[src/rtl/multicycle_control_unit.sv]
// Multi-cycle RV32I main controller. It steps each instruction through fetch, decode,
// execute, memory and writeback, waits on mem_ready with a timeout, and traps illegal opcodes.
module multicycle_control_unit #(
  parameter int EXT_EN      = 1,
  parameter int ALUOP_W     = 2,
  parameter int MEM_TIMEOUT = 16
) (
  input  logic               clk,
  input  logic               rst_n,
  input  logic [6:0]         opcode,
  input  logic               mem_ready,
  output logic               ir_write,
  output logic               pc_write,
  output logic               pc_write_cond,
  output logic               i_or_d,
  output logic               mem_read,
  output logic               mem_write,
  output logic               reg_write,
  output logic [1:0]         alu_src_a,
  output logic [1:0]         alu_src_b,
  output logic [ALUOP_W-1:0] alu_op,
  output logic [1:0]         pc_source,
  output logic [1:0]         mem_to_reg,
  output logic               illegal,
  output logic [3:0]         state
);

  localparam int CW = $clog2(MEM_TIMEOUT + 1);

  localparam logic [6:0] OP_R     = 7'b0110011;
  localparam logic [6:0] OP_LOAD  = 7'b0000011;
  localparam logic [6:0] OP_STORE = 7'b0100011;
  localparam logic [6:0] OP_BR    = 7'b1100011;
  localparam logic [6:0] OP_IALU  = 7'b0010011;
  localparam logic [6:0] OP_JAL   = 7'b1101111;
  localparam logic [6:0] OP_JALR  = 7'b1100111;
  localparam logic [6:0] OP_LUI   = 7'b0110111;
  localparam logic [6:0] OP_AUIPC = 7'b0010111;

  typedef enum logic [3:0] {
    S_FETCH     = 4'd0,
    S_DECODE    = 4'd1,
    S_MEM_ADDR  = 4'd2,
    S_MEM_READ  = 4'd3,
    S_MEM_WB    = 4'd4,
    S_MEM_WRITE = 4'd5,
    S_EXEC_R    = 4'd6,
    S_ALU_WB    = 4'd7,
    S_BRANCH    = 4'd8,
    S_EXEC_I    = 4'd9,
    S_JAL       = 4'd10,
    S_JALR      = 4'd11,
    S_LUI       = 4'd12,
    S_AUIPC     = 4'd13,
    S_TRAP      = 4'd14,
    S_RST       = 4'd15
  } state_t;

  state_t        state_q, state_d;
  logic [CW-1:0] wait_cnt_q, wait_cnt_d;
  logic          wait_st;
  logic          timed_out;
  logic          ext_on;

  assign ext_on    = (EXT_EN != 0);
  assign wait_st   = (state_q == S_FETCH) || (state_q == S_MEM_READ) || (state_q == S_MEM_WRITE);
  assign timed_out = (wait_cnt_q == CW'(MEM_TIMEOUT));

  always_ff @(posedge clk or negedge rst_n) begin
    if (!rst_n) begin
      state_q    <= S_RST;
      wait_cnt_q <= '0;
    end else begin
      state_q    <= state_d;
      wait_cnt_q <= wait_cnt_d;
    end
  end

  always_comb begin
    state_d = state_q;
    case (state_q)
      S_RST:    state_d = S_FETCH;
      S_FETCH: begin
        if (mem_ready)      state_d = S_DECODE;
        else if (timed_out) state_d = S_TRAP;
      end
      S_DECODE: begin
        case (opcode)
          OP_R:              state_d = S_EXEC_R;
          OP_LOAD, OP_STORE: state_d = S_MEM_ADDR;
          OP_BR:             state_d = S_BRANCH;
          OP_IALU:           state_d = ext_on ? S_EXEC_I : S_TRAP;
          OP_JAL:            state_d = ext_on ? S_JAL    : S_TRAP;
          OP_JALR:           state_d = ext_on ? S_JALR   : S_TRAP;
          OP_LUI:            state_d = ext_on ? S_LUI    : S_TRAP;
          OP_AUIPC:          state_d = ext_on ? S_AUIPC  : S_TRAP;
          default:           state_d = S_TRAP;
        endcase
      end
      S_MEM_ADDR: state_d = (opcode == OP_STORE) ? S_MEM_WRITE : S_MEM_READ;
      S_MEM_READ: begin
        if (mem_ready)      state_d = S_MEM_WB;
        else if (timed_out) state_d = S_TRAP;
      end
      S_MEM_WB:   state_d = S_FETCH;
      S_MEM_WRITE: begin
        if (mem_ready)      state_d = S_FETCH;
        else if (timed_out) state_d = S_TRAP;
      end
      S_EXEC_R, S_EXEC_I, S_LUI, S_AUIPC: state_d = S_ALU_WB;
      S_ALU_WB, S_BRANCH, S_JAL, S_JALR:  state_d = S_FETCH;
      S_TRAP:   state_d = S_TRAP;
      default:  state_d = S_FETCH;
    endcase
  end

  // Any change of state restarts the count, so every entry into a wait state begins at zero.
  always_comb begin
    wait_cnt_d = wait_cnt_q;
    if (state_d != state_q)
      wait_cnt_d = '0;
    else if (wait_st && !mem_ready && !timed_out)
      wait_cnt_d = wait_cnt_q + CW'(1);
  end

  always_comb begin
    ir_write      = 1'b0;
    pc_write      = 1'b0;
    pc_write_cond = 1'b0;
    i_or_d        = 1'b0;
    mem_read      = 1'b0;
    mem_write     = 1'b0;
    reg_write     = 1'b0;
    alu_src_a     = 2'd0;
    alu_src_b     = 2'd0;
    alu_op        = '0;
    pc_source     = 2'd0;
    mem_to_reg    = 2'd0;
    illegal       = 1'b0;
    case (state_q)
      S_FETCH: begin
        mem_read  = 1'b1;
        alu_src_b = 2'd2;
        ir_write  = mem_ready;
        pc_write  = mem_ready;
      end
      S_DECODE: begin
        alu_src_a = 2'd2;
        alu_src_b = 2'd1;
      end
      S_MEM_ADDR: begin
        alu_src_a = 2'd1;
        alu_src_b = 2'd1;
      end
      S_MEM_READ: begin
        mem_read = 1'b1;
        i_or_d   = 1'b1;
      end
      S_MEM_WB: begin
        reg_write  = 1'b1;
        mem_to_reg = 2'd1;
      end
      S_MEM_WRITE: begin
        mem_write = 1'b1;
        i_or_d    = 1'b1;
      end
      S_EXEC_R: begin
        alu_src_a = 2'd1;
        alu_op    = ALUOP_W'(2);
      end
      S_ALU_WB: reg_write = 1'b1;
      S_BRANCH: begin
        alu_src_a     = 2'd1;
        alu_op        = ALUOP_W'(1);
        pc_write_cond = 1'b1;
        pc_source     = 2'd1;
      end
      S_EXEC_I: begin
        alu_src_a = 2'd1;
        alu_src_b = 2'd1;
        alu_op    = ALUOP_W'(3);
      end
      S_JAL: begin
        pc_write   = 1'b1;
        pc_source  = 2'd1;
        reg_write  = 1'b1;
        mem_to_reg = 2'd2;
      end
      S_JALR: begin
        alu_src_a  = 2'd1;
        alu_src_b  = 2'd1;
        pc_write   = 1'b1;
        pc_source  = 2'd2;
        reg_write  = 1'b1;
        mem_to_reg = 2'd2;
      end
      S_LUI: begin
        alu_src_a = 2'd3;
        alu_src_b = 2'd1;
      end
      S_AUIPC: begin
        alu_src_a = 2'd2;
        alu_src_b = 2'd1;
      end
      S_TRAP:  illegal = 1'b1;
      default: ;
    endcase
  end

  assign state = state_q;

endmodule
[config.mk]
export PLATFORM = sky130hd
export DESIGN_NAME = multicycle_control_unit
export DESIGN_NICKNAME = d
export VERILOG_FILES = /design/src/rtl/multicycle_control_unit.sv
export SDC_FILE = /design/constraint.sdc
export NUM_CORES = 1
export LEC_CHECK = 0
export CORE_ASPECT_RATIO = 0.75
export CORE_MARGIN = 2
export CORE_UTILIZATION = 47
export CTS_CLUSTER_SIZE = 14
export DETAILED_ROUTE_END_ITERATION = 10
export MAX_ROUTING_LAYER = met4
export PLACE_DENSITY = 0.86
export SETUP_SLACK_MARGIN = 0.15
export SLEW_MARGIN = 20
export SYNTH_ARGS = -nofsm -noshare
export SYNTH_HDL_FRONTEND = slang
export SYNTH_SLANG_ARGS = --single-unit
[constraint.sdc]
create_clock -name clk -period 2.92 [get_ports clk]
set_clock_uncertainty 0.15 [all_clocks]
set_input_delay 0.584 -clock clk [delete_from_list [all_inputs] [get_ports clk]]
set_output_delay 0.584 -clock clk [all_outputs]
set_load 0.02 [all_outputs]
==> results.md, run 1 <==
* Mapped Nets at roughly 150
* Cells after Synth at ~140
* Die H at between 40 and 50 um
* Status: finished with violations
* CTS tree: yes
* Max_cap viols at 0
* Final period demand of the worst path at roughly 2.7 ns
* Fin nets at 191
* Die width at about 59 um
* RSZ-0062 raised after global routing: yes
* Post-synth ARST share at 100%
* Simple-gate share of the synthesized area at between 30% and 40%
* Gp weighted congestion at approximately 0.88
* CP required at 2.19 ns
* I/O pin total at 32
* Final Cycle Share at between 90 and 100%
* P_leak at roughly 0.65 nW
* Slew Viols, Final at 0
* Core Area at a little over 2000 um2
* Crit end category: output pin
* Global router's overall resource usage at 27.3%
* Final setup violation count at 0
* DRT Wirelength at 3290 um
* Main flop type after synthesis: dfrtp_1
* Hold-fix buffer count after cts at 0
* Diode count at 0
* FP Rows at 14
* Initial antenna violation count at 0
* Drt initial violations at 59
* 1st-pass router iterations at 8
* Worst-path clk slew at approximately 0.06 ns
* Post-Synth XOR/XNOR Area at under 10%
* Largest net degree at the start of global routing at 15
* Synthesized cell area at between 1000 and 1500 um2
* Mapped Avg Cell Area at about 7.5 um2
* PortBufs at 31
* CTS Sinks at 9
* DR vias/cell at 6.34
* Pwr per Cell Area at 1150 nW/um2
* Routed len/inst at between 15 and 20 um
* First-pass GRT wire length at between 5000 and 6000 um
* Hpwl dp at about 2400 um
* Post-synthesis sequential area ratio at a little over a fifth
* Fmax at ~370 MHz
* Die footprint at 2640 um2
* Synth area leader: dfrtp_1
* CTS root buffer: clkbuf_4
* Most frequent cells in the layout: clkdlybuf4s50_1, nor2_1, buf_4
* Unique masters post-synth at between 40 and 50
* H-Tree Depth at 1
* Worst Tran Pin Value at between 0.4 and 0.5 ns
* Total power at roughly 1.7 mW
* CP Max Fanout at 14
* EDFF count, synth at 0
* Yosys reg bits at 9
* Most common cell after layout, fill and taps aside: clkdlybuf4s50_1
* CTS Buffer Depth at 2
* Congestion Overflow GR at 0
* Area Growth Syn to Fin at 40.4%
* Startpoint Class: flip-flop
* Via Count at roughly 1300
* Fraction of layout cells with a size suffix above 1 at ~18%
* Max transition margin at between 60 and 70%
* Starting Density at 51.0%
* Inserted Clock Buffers at 3
* WS Path Type: flip-flop to output pin
* Compound-Gate Fraction of Synth Area at a little over a quarter
* Synth warn at 0
* CP arrival at ~2.0 ns
* DRC viols at 2
* Top-area cell type share of the netlist area at a little under an eighth
* Hold Path Class: input pin to async pin
* Largest family of logic cells by synthesized area: simple AND/OR/NAND/NOR gates
* Post-route antenna net violation count at 0
* Largest cells by area after synthesis: dfrtp_1, dfstp_2, nor2_1
* Failing checks: DRC
* Post-synthesis adder-cell area fraction at between 2 and 2.5%
* Fin Setup TNS at 0 ns
* Final count of hold timing violations at 0
* Vias in the first global route at ~1200
* Mux contribution to synthesized area at 0%
* Worst vdd ir at about 0.5 mV
* Worst-Skew Late Latency at between 0.2 and 0.3 ns
==> cells by family after synthesis <==
group           after synthesis
simple gates                 68
compound gates               39
buf+inv                      17
flops                         9
xor+xnor                      6
fa+ha+maj                     2
==> critical path, cell delays in order (launching register included) <==
cell and delay (ns):
dfstp_2 0.64, buf_6 0.20, nand2_1 0.12, a21oi_1 0.15, clkdlybuf4s50_1 0.62
==> layout make-up <==
class	count	area [um2]
multi-input combinational	115	749
fill	161	588
timing repair buffer	44	417
sequential	9	234
tap	24	30.0
clock buffer	4	26.3
inverter	6	22.5
==> sequential cells by signal, summed over array words and instances, names as in the netlist <==
name,flops
state,4
wait_cnt_q,5
==> synth_stat cells, types with 2 or more instances <==
cell type,n
xnor2_1,2
nand2_1,8
o31ai_1,2
nand4_1,2
nand3_1,3
xor2_1,4
dfstp_2,4
nand3b_1,2
nor4_1,3
dfrtp_1,5
buf_2,4
a21oi_1,9
ha_1,2
clkbuf_1,6
and2_1,2
o22ai_1,3
inv_1,6
nor2_1,18
or2_2,3
nand2b_1,4
nor3_1,10
o21ai_0,10
and3b_1,3
a2111oi_0,2
o32a_1,2
o21a_1,2
nor2b_1,2
==> per-layer routing <==
metal / vias to the layer above / GRT usage, % / share of wire, %
met5: - / - / 0
li1: 599 / - / -
met4: 0 / 7.27 / 1.6
met2: 78 / 46.3 / 51
met3: 8 / 4.30 / 9.7
met1: 595 / 34.3 / 38
==> power by group <==
group / internal, mW / switching (mW)
Sequential: 0.186 / 0.0768
Combinational: 0.579 / 0.752
Clock: 0.0529 / 0.0480
Total: 0.818 / 0.877
==> repair_timing <==
action,in CTS,in global routing
setup buffers,8,0
gates cloned,0,0
endpoints found under the setup margin,7,7
resized for setup,5,6
==> path summary, 6_finish.rpt <==
check	start	endpoint	slack, ns	cells past startpoint
setup / recovery	state[2]$_DFF_PN1_	alu_src_a[1]	0.19	4
hold / removal	rst_n	wait_cnt_q[4]$_DFFE_PN0P_	0.47	1
setup reg to reg	state[0]$_DFF_PN1_	wait_cnt_q[1]$_DFFE_PN0P_	0.40	7
hold reg to reg	wait_cnt_q[0]$_DFFE_PN0P_	wait_cnt_q[0]$_DFFE_PN0P_	0.48	2
max in group asynchronous	rst_n	state[2]$_DFF_PN1_	1.82	1
min in group clk	wait_cnt_q[0]$_DFFE_PN0P_	wait_cnt_q[0]$_DFFE_PN0P_	0.48	2
==> stage by stage <==
stage | instances | hold WS (ns) | utilization (%) | setup slack [ns] | instance area (um2)
after floorplan | 141 | 0.138 | - | 0.182 | 1050
after global placement | 190 | 0.446 | 66.6 | 0.240 | 1380
after detailed placement | 190 | 0.460 | 66.6 | 0.149 | 1380
after CTS | 202 | 0.470 | 70.8 | 0.155 | 1460
after global routing | 202 | 0.479 | 71.5 | 0.110 | 1480
final | 202 | 0.469 | 71.5 | 0.189 | 1480
Note: power is estimated with default switching activity, not from simulation.
==> inputs of run 2 (changes only) <==
==> constraint.sdc (replaced) <==
create_clock -name clk -period 2.92 [get_ports clk]
set_clock_uncertainty 0.15 [all_clocks]
set_input_delay 0.292 -clock clk [delete_from_list [all_inputs] [get_ports clk]]
set_output_delay 0.292 -clock clk [all_outputs]
set_load 0.02 [all_outputs]
==> results.md, run 2 (synthesis gave the netlist of run 1 again) <==
* Status: finished with violations
* Failing checks: DRC
* Multi-input logic area at 747 um2 (-0.33%)
* CTS Sinks at 9 (unchanged)
* Congestion Overflow GR at 0 (unchanged)
* CTS tree: yes
* Fin Setup TNS at 0 ns (unchanged)
* Vias in the first global route at 1130 (-4.5%)
* P_leak at 0.511 nW (-21%)
* Area Growth Syn to Fin at 31.1%
* Fin util at 66.8% (-4.7 points)
* Max reg flops at 5 (unchanged)
* WP buf/inv at 1 (-1)
* Die H at 45 um (unchanged)
* Post-route antenna net violation count at 0 (unchanged)
* Crit end category: output pin
* Startpoint Class: flip-flop
* Max_cap viols at 0 (unchanged)
* CTS root buffer: clkbuf_4
* 1st-pass router iterations at 7 (-1)
* Crit path cell chain: nand2b_1 > nor2_1 > nor2_1 > o21ai_0 > clkdlybuf4s50_1
* Routed len/inst at 15.4 um (-5.1%)
* Worst-path clk slew at 0.06 ns (about the same)
* Final setup violation count at 0 (unchanged)
* Max transition margin at 67.6% (-1.5 points)
* Worst vdd ir at 0.475 mV (-6.1%)
* DRT Wirelength at 2930 um (-11%)
* Final Cycle Share at 90.9% (-2.6 points)
* Core Area at 2070 um2 (unchanged)
* H-Tree Depth at 1 (unchanged)
* CP arrival at 2.21 ns (+0.21 ns)
* CP endpoint: alu_src_b[0]
* Largest net degree at the start of global routing at 26 (+11)
* Worst-Skew Late Latency at 0.26 ns (about the same)
* Drt initial violations at 80 (+36%)
* RSZ-0062 raised after global routing: no
* Sequential cell area at 238 um2 (+1.6%)
* Inserted Clock Buffers at 3 (unchanged)
* Fin nets at 179 (-6.3%)
* Layout filler cell count at 182 (+13%)
* I/O pin total at 32 (unchanged)
* Worst Tran Pin Value at 0.486 ns (+0.0346 ns)
* Diode count at 0 (unchanged)
* CP Max Fanout at 13 (-1)
* Die footprint at 2640 um2 (unchanged)
* Final count of hold timing violations at 0 (unchanged)
* Slew Viols, Final at 0 (unchanged)
* WS Path Type: flip-flop to output pin
* CTS Buffer Depth at 2 (unchanged)
* Cell family with most CP delay: flip-flops
* Number of setup buffers added after CTS at 0 (-8)
* Starting Density at 51.0% (unchanged)
* Hold Path Class: input pin to async pin
* PortBufs at 31 (unchanged)
* # resized after CTS at 0 (-5)
* CP max stage cell: dfstp_2
* Final WS setup at 0.265 ns (+0.0753 ns)
* Global router's overall resource usage at 24.5% (-2.8 points)
* Die width at 58.7 um (unchanged)
* Place WS at 0.459 ns (+0.310 ns)
* WP depth at 5 (+1)
* Most flops, register: wait_cnt_q
* First-pass GRT wire length at 4840 um (-10%)
* Reg2Reg Depth at 5 (-2)
* FP Rows at 14 (unchanged)
* Final period demand of the worst path at 2.66 ns (-0.0753 ns)
* Gp weighted congestion at 0.903 (+2.8%)
* Worst Setup SP: state[1]$_DFF_PN1_
* CP peak stage delay at 0.68 ns (+0.04 ns)
* CP required at 2.48 ns (+0.29 ns)
* Reg2Reg Setup Slack at 0.50 ns (+0.10 ns)
* Most frequent CP cell: nor2_1
* Via Count at 1217 (-4.9%)
* Hold-fix buffer count after cts at 0 (unchanged)
* DRC viols at 2 (unchanged)
* Most common cell after layout, fill and taps aside: clkdlybuf4s50_1
* Hpwl dp at 2190 um (-7.9%)
* Most frequent cells in the layout: clkdlybuf4s50_1, nor2_1, nor3_1, o21ai_0, a21oi_1
* Initial antenna violation count at 0 (unchanged)
* Pwr per Cell Area at 1150 nW/um2 (+0.62%)
* Fmax at 377 MHz (+2.8%)
* DR vias/cell at 6.41 (+1.1%)
* FF-to-FF End: wait_cnt_q[2]$_DFFE_PN0P_
* Fraction of layout cells with a size suffix above 1 at 11.4% (-6.5 points)
* Reg2reg start: state[0]$_DFF_PN1_
## run 2: cell types whose count changed in the layout (fill, tap and decap cells not counted), sizes merged
cell,previous run,this run
buf,13,1
clkdlybuf4s50,23,31
dlygate4sd2,4,0
dlymetal6s2s,4,0
## run 2: area by class of cell
type,instances,share of cell area (%)
inverter,6,1.63
clock buffer,4,1.90
multi-input combinational,115,54.1
tap,24,2.17
timing repair buffer,32,23.0
sequential,9,17.2
## run 2: stage by stage
step / hold WS (ns) / cell area (um2) / std cells / power, mW
floorplan: -0.154 / 1050 / 141 / 1.07
global placement: 0.442 / 1350 / 186 / 1.43
detailed placement: 0.456 / 1350 / 186 / 1.47
CTS: 0.173 / 1370 / 190 / 1.57
global route: 0.181 / 1380 / 190 / 1.70
finish: 0.172 / 1380 / 190 / 1.59
## run 2: how the worst min path moves through the flow
stage | to | start | cells past startpoint
finish | wait_cnt_q[2]$_DFFE_PN0P_ | rst_n | 1
global route | wait_cnt_q[0]$_DFFE_PN0P_ | rst_n | 1
CTS | wait_cnt_q[3]$_DFFE_PN0P_ | rst_n | 1
detailed placement | wait_cnt_q[3]$_DFFE_PN0P_ | rst_n | 1
global placement | wait_cnt_q[2]$_DFFE_PN0P_ | rst_n | 1
floorplan | wait_cnt_q[0]$_DFFE_PN0P_ | rst_n | 0
## run 2: worst reg2reg max path, cell delays in order (launching register included)
cell	delay (ns)
dfstp_4	0.75
or4b_4	0.52
a211oi_2	0.31
o32a_1	0.22
nand2_1	0.15
nor3_1	0.24
## run 2: metal layers
layer	global-route usage (%)	up-vias	part of all wire, %
met5	-	-	0
met4	10.9	0	3.8
met3	5.16	16	7.0
met2	41.6	65	48
met1	28.2	569	41
li1	-	567	-
## run 2: report_power, final
part / internal (mW) / leakage, nW / switching (mW) / total, mW
Clock: 0.0525 / 0.0150 / 0.0411 / 0.0936
Sequential: 0.195 / 0.113 / 0.167 / 0.361
Combinational: 0.508 / 0.383 / 0.630 / 1.14
Total: 0.755 / 0.511 / 0.838 / 1.59
